### config.mk
export PLATFORM = sky130hd
export DESIGN_NAME = load_store_unit
export DESIGN_NICKNAME = d
export VERILOG_FILES = /design/src/rtl/lsu_pkg.sv /design/src/rtl/lsu_align.sv /design/src/rtl/load_store_unit.sv
export SDC_FILE = /design/constraint.sdc
export NUM_CORES = 1
export LEC_CHECK = 0
export CAP_MARGIN = 20
export CORE_AREA = 2 2 100 198
export CTS_CLUSTER_SIZE = 30
export DETAILED_ROUTE_END_ITERATION = 7
export DIE_AREA = 0 0 102 200
export SETUP_SLACK_MARGIN = 0.4
export SKIP_CTS_REPAIR_TIMING = 1
export SLEW_MARGIN = 5
export SYNTH_ARGS = -nofsm -noshare
export SYNTH_HDL_FRONTEND = slang
export SYNTH_SLANG_ARGS = --single-unit
### constraint.sdc
create_clock -name clk -period 2.11 [get_ports clk]
set_input_delay 0.3165 -clock clk [delete_from_list [all_inputs] [get_ports clk]]
set_output_delay 0.3165 -clock clk [all_outputs]
set_load 0.02 [all_outputs]
### src/rtl/lsu_pkg.sv
// Shared definitions for the load/store unit: funct3 encodings, FSM states
// and the access legality check.
`default_nettype none

package lsu_pkg;

  localparam logic [2:0] F3_B  = 3'b000;
  localparam logic [2:0] F3_H  = 3'b001;
  localparam logic [2:0] F3_W  = 3'b010;
  localparam logic [2:0] F3_BU = 3'b100;
  localparam logic [2:0] F3_HU = 3'b101;

  typedef enum logic [2:0] {
    ST_IDLE = 3'd0,
    ST_RD   = 3'd1,
    ST_CAP  = 3'd2,
    ST_WR   = 3'd3,
    ST_RESP = 3'd4
  } lsu_state_t;

  // Misalignment or an encoding that has no RV32I load/store meaning.
  function automatic logic access_fault(input logic       write,
                                        input logic [2:0] funct3,
                                        input logic [1:0] addr_lo);
    logic f;
    f = 1'b0;
    if (write) begin
      if (funct3 > F3_W) f = 1'b1;
    end else if (funct3 == 3'b011 || funct3 == 3'b110 || funct3 == 3'b111) begin
      f = 1'b1;
    end
    if ((funct3 == F3_H || funct3 == F3_HU) && addr_lo[0]) f = 1'b1;
    if (funct3 == F3_W && addr_lo != 2'b00) f = 1'b1;
    return f;
  endfunction

endpackage

`default_nettype wire

### src/rtl/lsu_align.sv
// Lane handling: load extract/extend and sub-word store merge into a
// word read back from memory.
`default_nettype none

module lsu_align
  import lsu_pkg::*;
(
  input  logic [2:0]  funct3_i,
  input  logic [1:0]  addr_lo_i,
  input  logic [31:0] rword_i,
  input  logic [15:0] wdata_i,
  output logic [31:0] load_data_o,
  output logic [31:0] merged_o
);

  logic [7:0]  w_byte;
  logic [15:0] w_half;

  assign w_byte = rword_i[{addr_lo_i, 3'b000} +: 8];
  assign w_half = rword_i[{addr_lo_i[1], 4'b0000} +: 16];

  always_comb begin
    load_data_o = rword_i;
    case (funct3_i)
      F3_B:    load_data_o = {{24{w_byte[7]}}, w_byte};
      F3_BU:   load_data_o = {24'h0, w_byte};
      F3_H:    load_data_o = {{16{w_half[15]}}, w_half};
      F3_HU:   load_data_o = {16'h0, w_half};
      default: load_data_o = rword_i;
    endcase
  end

  always_comb begin
    merged_o = rword_i;
    case (funct3_i)
      F3_B:    merged_o[{addr_lo_i, 3'b000} +: 8]     = wdata_i[7:0];
      F3_H:    merged_o[{addr_lo_i[1], 4'b0000} +: 16] = wdata_i;
      default: merged_o = rword_i;
    endcase
  end

endmodule

`default_nettype wire

### src/rtl/load_store_unit.sv
// RV32I load/store front end for a word-wide memory without byte enables;
// sub-word stores are done as read-modify-write.
`default_nettype none

module load_store_unit
  import lsu_pkg::*;
#(
  parameter int unsigned XLEN = 32
) (
  input  logic            clk,
  input  logic            rst,
  input  logic            req_valid,
  output logic            req_ready,
  input  logic            req_write,
  input  logic [2:0]      req_funct3,
  input  logic [XLEN-1:0] req_addr,
  input  logic [XLEN-1:0] req_wdata,
  output logic            resp_valid,
  output logic [XLEN-1:0] resp_rdata,
  output logic            resp_fault,
  output logic [XLEN-1:0] byte_address,
  output logic [XLEN-1:0] write_data,
  output logic            MemWrite,
  output logic            MemRead,
  input  logic [XLEN-1:0] output_data
);

  lsu_state_t      state_q, state_d;
  logic [XLEN-1:0] addr_q, addr_d;
  logic [XLEN-1:0] wdata_q, wdata_d;
  logic [XLEN-1:0] rdata_q, rdata_d;
  logic [2:0]      f3_q, f3_d;
  logic            write_q, write_d;
  logic            fault_q, fault_d;

  logic [31:0]     w_load_data;
  logic [31:0]     w_merged;
  logic            w_fault;

  lsu_align u_align (
    .funct3_i    (f3_q),
    .addr_lo_i   (addr_q[1:0]),
    .rword_i     (output_data),
    .wdata_i     (wdata_q[15:0]),
    .load_data_o (w_load_data),
    .merged_o    (w_merged)
  );

  assign w_fault = access_fault(req_write, req_funct3, req_addr[1:0]);

  always_comb begin
    state_d = state_q;
    addr_d  = addr_q;
    wdata_d = wdata_q;
    rdata_d = rdata_q;
    f3_d    = f3_q;
    write_d = write_q;
    fault_d = fault_q;
    case (state_q)
      ST_IDLE: begin
        if (req_valid) begin
          addr_d  = req_addr;
          wdata_d = req_wdata;
          f3_d    = req_funct3;
          write_d = req_write;
          fault_d = w_fault;
          rdata_d = '0;
          if (w_fault)                               state_d = ST_RESP;
          else if (req_write && req_funct3 == F3_W)  state_d = ST_WR;
          else                                       state_d = ST_RD;
        end
      end
      ST_RD:   state_d = ST_CAP;
      ST_CAP: begin
        // output_data is the word fetched by the previous cycle's MemRead.
        if (write_q) begin
          wdata_d = w_merged;
          state_d = ST_WR;
        end else begin
          rdata_d = w_load_data;
          state_d = ST_RESP;
        end
      end
      ST_WR:   state_d = ST_RESP;
      ST_RESP: state_d = ST_IDLE;
      default: state_d = ST_IDLE;
    endcase
  end

  always_ff @(posedge clk or negedge rst) begin
    if (!rst) begin
      state_q <= ST_IDLE;
      addr_q  <= '0;
      wdata_q <= '0;
      rdata_q <= '0;
      f3_q    <= '0;
      write_q <= 1'b0;
      fault_q <= 1'b0;
    end else begin
      state_q <= state_d;
      addr_q  <= addr_d;
      wdata_q <= wdata_d;
      rdata_q <= rdata_d;
      f3_q    <= f3_d;
      write_q <= write_d;
      fault_q <= fault_d;
    end
  end

  // Strobes decode straight from state so an async reset kills them at once.
  assign req_ready    = rst && (state_q == ST_IDLE);
  assign MemRead      = (state_q == ST_RD);
  assign MemWrite     = (state_q == ST_WR);
  assign byte_address = (MemRead || MemWrite) ? {addr_q[XLEN-1:2], 2'b00} : '0;
  assign write_data   = MemWrite ? wdata_q : '0;
  assign resp_valid   = (state_q == ST_RESP);
  assign resp_fault   = resp_valid && fault_q;
  assign resp_rdata   = resp_valid ? rdata_q : '0;

endmodule

`default_nettype wire

==> impl_metrics.py <==
metrics = {
    "detailed_routing": {
        "avgRoutedWirePerCell_um": 22.4,
        "vias": 6365,
        "firstDrtPassIters": 5,
        "antenna_left": 0,
        "drc": 0,
        "via_per_inst": 5.52,
        "wl_um": 25900,
        "drt_first_iter_violations": 330,
    },
    "grt": {
        "grt_max_degree": 105,
        "antenna_found_initial": 2,
        "grt_pass1_wl_um": 34900,
        "grt_pass1_vias": 6245,
        "grt_overflow": 0,
        "grt_usage_pct": 22.5,
    },
    "power_and_ir_drop": {
        "power.leakage_nw": 4.42,
        "total_power_mw": 12.7,
        "powerDensity_mw_per_mm2": 1260,
        "vdd_drop_max_mv": 0.568,
    },
    "clocking": {
        "cts_tree": "built",
        "worstSkewPairLatency_ns": 0.36,
        "h-tree-depth": 3,
        "path_clk_slew_ns": 0.07,
        "clock-root-buffer": "clkbuf_16",
        "cts.path.max_buffers": 2,
        "cts_sinks": 104,
        "cts_made_buffers": 9,
    },
    "placed_design": {
        "gp_congestion": 0.914,
        "place_inst": 1104,
        "dp_slack_ns": 0.0734,
        "place.port_buffers": 201,
        "dp_hpwl_um": 17600,
    },
    "run": {
        "maxCapViolations": 0,
    },
    "sta": {
        "slew-limit-headroom_pct": 60.0,
        "maxSlewViolCount": 0,
        "rsz0062_at_grt": "yes",
        "tightestPinTransition_ns": 0.599,
        "fin_skew_ns": 0.0110,
        "finalWorstSetupSlack_ns": 0.0607,
        "hold_viol_final": 0,
        "period_share_pct": 97.1,
        "max_freq_ghz": 0.488,
        "setup_viol": 0,
        "fin_crit_ns": 2.05,
    },
    "yosys": {
        "ys_ff_latch": 104,
        "netlist_area_mm2": 0.00647,
        "ys_seq_area_share_pct": 40.2,
        "ys_types": 60,
        "synthArstFlopShare_pct": 100,
        "synthFlopType": "dfrtp_1",
        "synth_edf_count": 0,
        "netlist_instances": 665,
        "syn_area_per_cell_um2": 9.72,
        "yosys_warnings": 0,
    },
    "floorplanning": {
        "core_mm2": 0.0188,
        "fp.dieW_um": 102,
        "start_util_pct": 34.3,
        "die_h_um": 200,
        "die_area_mm2": 0.0204,
        "ios": 204,
        "row_count": 71,
    },
    "worst_setup_path": {
        "crit_type": "reg -> out",
        "endpoint_kind": "output port",
        "worstPathArrival_ns": 1.73,
        "cp_max_fo": 6,
        "critPathRequiredTime_ns": 1.79,
        "worstRegToRegCells": 7,
        "cp_common_cell": "buf_4",
        "crit_path_start_kind": "register",
        "cp_cell_sequence": "nor2b_4 -> buf_8 -> buf_4 -> clkbuf_16 -> and3_1 -> buf_4",
        "reg2reg_setup_slack_ns": 0.15,
        "r2r-start": "addr_q[0]",
        "critical_path.slowest_cell": "dfrtp_2",
        "r2r-end": "wdata_q[24]",
        "critPathMaxStageDelay_ns": 0.45,
    },
    "min_path": {
        "hp-class": "in -> async",
    },
    "cells_and_area": {
        "regArea_mm2": 0.00261,
        "multi_input_area_mm2": 0.00387,
        "drive_gt1_share_pct": 37.1,
        "fillers": 1743,
        "fin_nets": 1000,
        "area_growth_pct": 56.5,
        "final_cells": 1153,
    },
    "run_status": {
        "outcome": "finished, final reports clean",
    },
}
## per-stage QoR
stage / area (um^2) / hold slack, ns / setup TNS (ns) / utilization (%)
after floorplan: 6510 / 0.0209 / -0.185 / -
after global placement: 8990 / 0.443 / 0 / 47.8
after detailed placement: 8990 / 0.454 / 0 / 47.8
after CTS: 9270 / 0.0785 / -20.13 / 49.2
after global routing: 10100 / 0.0844 / 0 / 53.7
final: 10100 / 0.0257 / 0 / 53.7
## worst max-delay path by stage
stage | from | end | cells after the start
6_report | state_q[0] | write_data[14] | 6
5_1_grt | state_q[0] | write_data[14] | 6
4_1_cts | state_q[0] | write_data[2] | 4
3_5_place_dp | output_data[15] | rdata_q[31] | 5
3_3_place_gp | output_data[15] | rdata_q[31] | 5
2_1_floorplan | addr_q[0] | wdata_q[24] | 7
## cell families (layout without fill, tap and decap cells)
| logic type | after synthesis | count (layout) | synth area share [%] |
|---|---|---|---|
| compound gates | 154 | 154 | 20.3 |
| fa+ha+maj | 5 | 5 | 0.967 |
| buf+inv | 74 | 304 | 5.46 |
| flops | 104 | 104 | 40.2 |
| mux | 47 | 47 | 9.58 |
| other cells | 1 | 4 | 0.0580 |
| simple gates | 280 | 280 | 23.4 |
## report_power, final
part / internal (mW) / switching (mW) / total [mW]
Sequential: 2.96 / 0.749 / 3.70
Combinational: 3.56 / 3.81 / 7.37
Clock: 0.862 / 0.770 / 1.63
Total: 7.38 / 5.33 / 12.7
## registers in the layout, summed over array words and instances, names as in the netlist
signal,cells
state_q,3
f3_q,3
wdata_q,32
write_q,1
fault_q,1
addr_q,32
rdata_q,32
## synthesized netlist by cell type (all sizes together), types with 2 or more instances
cell type	number	area, um^2
a22o	25	219
a21oi	3	26.3
clkbuf	30	114
nor3	11	82.6
and3	41	257
inv	12	45.0
nor4b	2	23.8
a221o	9	90.1
o2bb2ai	8	70.1
dfrtp	104	2600
nand3	8	40.0
a21boi	2	18.8
o21ai	33	169
nor2b	15	96.3
nand2b	3	18.8
mux4	7	169
o22ai	8	50.1
nor2	53	209
a31oi	7	43.8
nand2	72	273
and2	65	407
nor3b	3	33.8
ha	5	62.6
a221oi	48	521
mux2	37	420
a21o	7	52.6
buf	32	194
mux2i	3	30.0
## worst max-delay path: cells and delay by family, from the launching register on
family                 cells  cell delay, ns
DFF                        1            0.45
buffers and inverters      4            0.59
and+or+nand+nor            2            0.34
## area by class of cell
cell class,instances,area share [%]
Clock inverter,2,0.148
Sequential cell,104,25.8
Timing Repair Buffer,277,29.5
Multi-Input combinational cell,488,38.3
Clock buffer,13,2.57
Antenna cell,2,0.0495
Inverter,12,0.507
Tap cell,255,3.15
## layer usage
metal / vias up / GRT usage (%) / wire length [um]
met5: - / 0 / 0
met4: 0 / 12.1 / 1280
met3: 75 / 3.66 / 1180
met2: 242 / 40.9 / 14600
met1: 3176 / 24.2 / 8780
li1: 2872 / - / -
## cell usage in the layout (no fill, tap or decap), types with 4 or more instances in the layout
cell               n
buf_12            16
mux2_1            21
a221oi_1          30
dfrtp_1          101
a21o_1             7
a221o_1            9
o21ai_1           14
clkbuf_2          16
nor2_1            51
and3_1            17
nor3_1             8
and3_4            24
o2bb2ai_1          8
and2_1            18
a221oi_2          18
o21ai_0           15
clkbuf_16         19
o22ai_1            8
a22o_1            25
clkdlybuf4s50_1  101
mux2_2            15
inv_1             10
buf_4             48
buf_6             81
a31oi_1            7
and2_4            46
nand2_1           70
mux4_2             4
nand3_1            8
nor2b_1           11
Note: power is estimated with default switching activity, not from simulation.
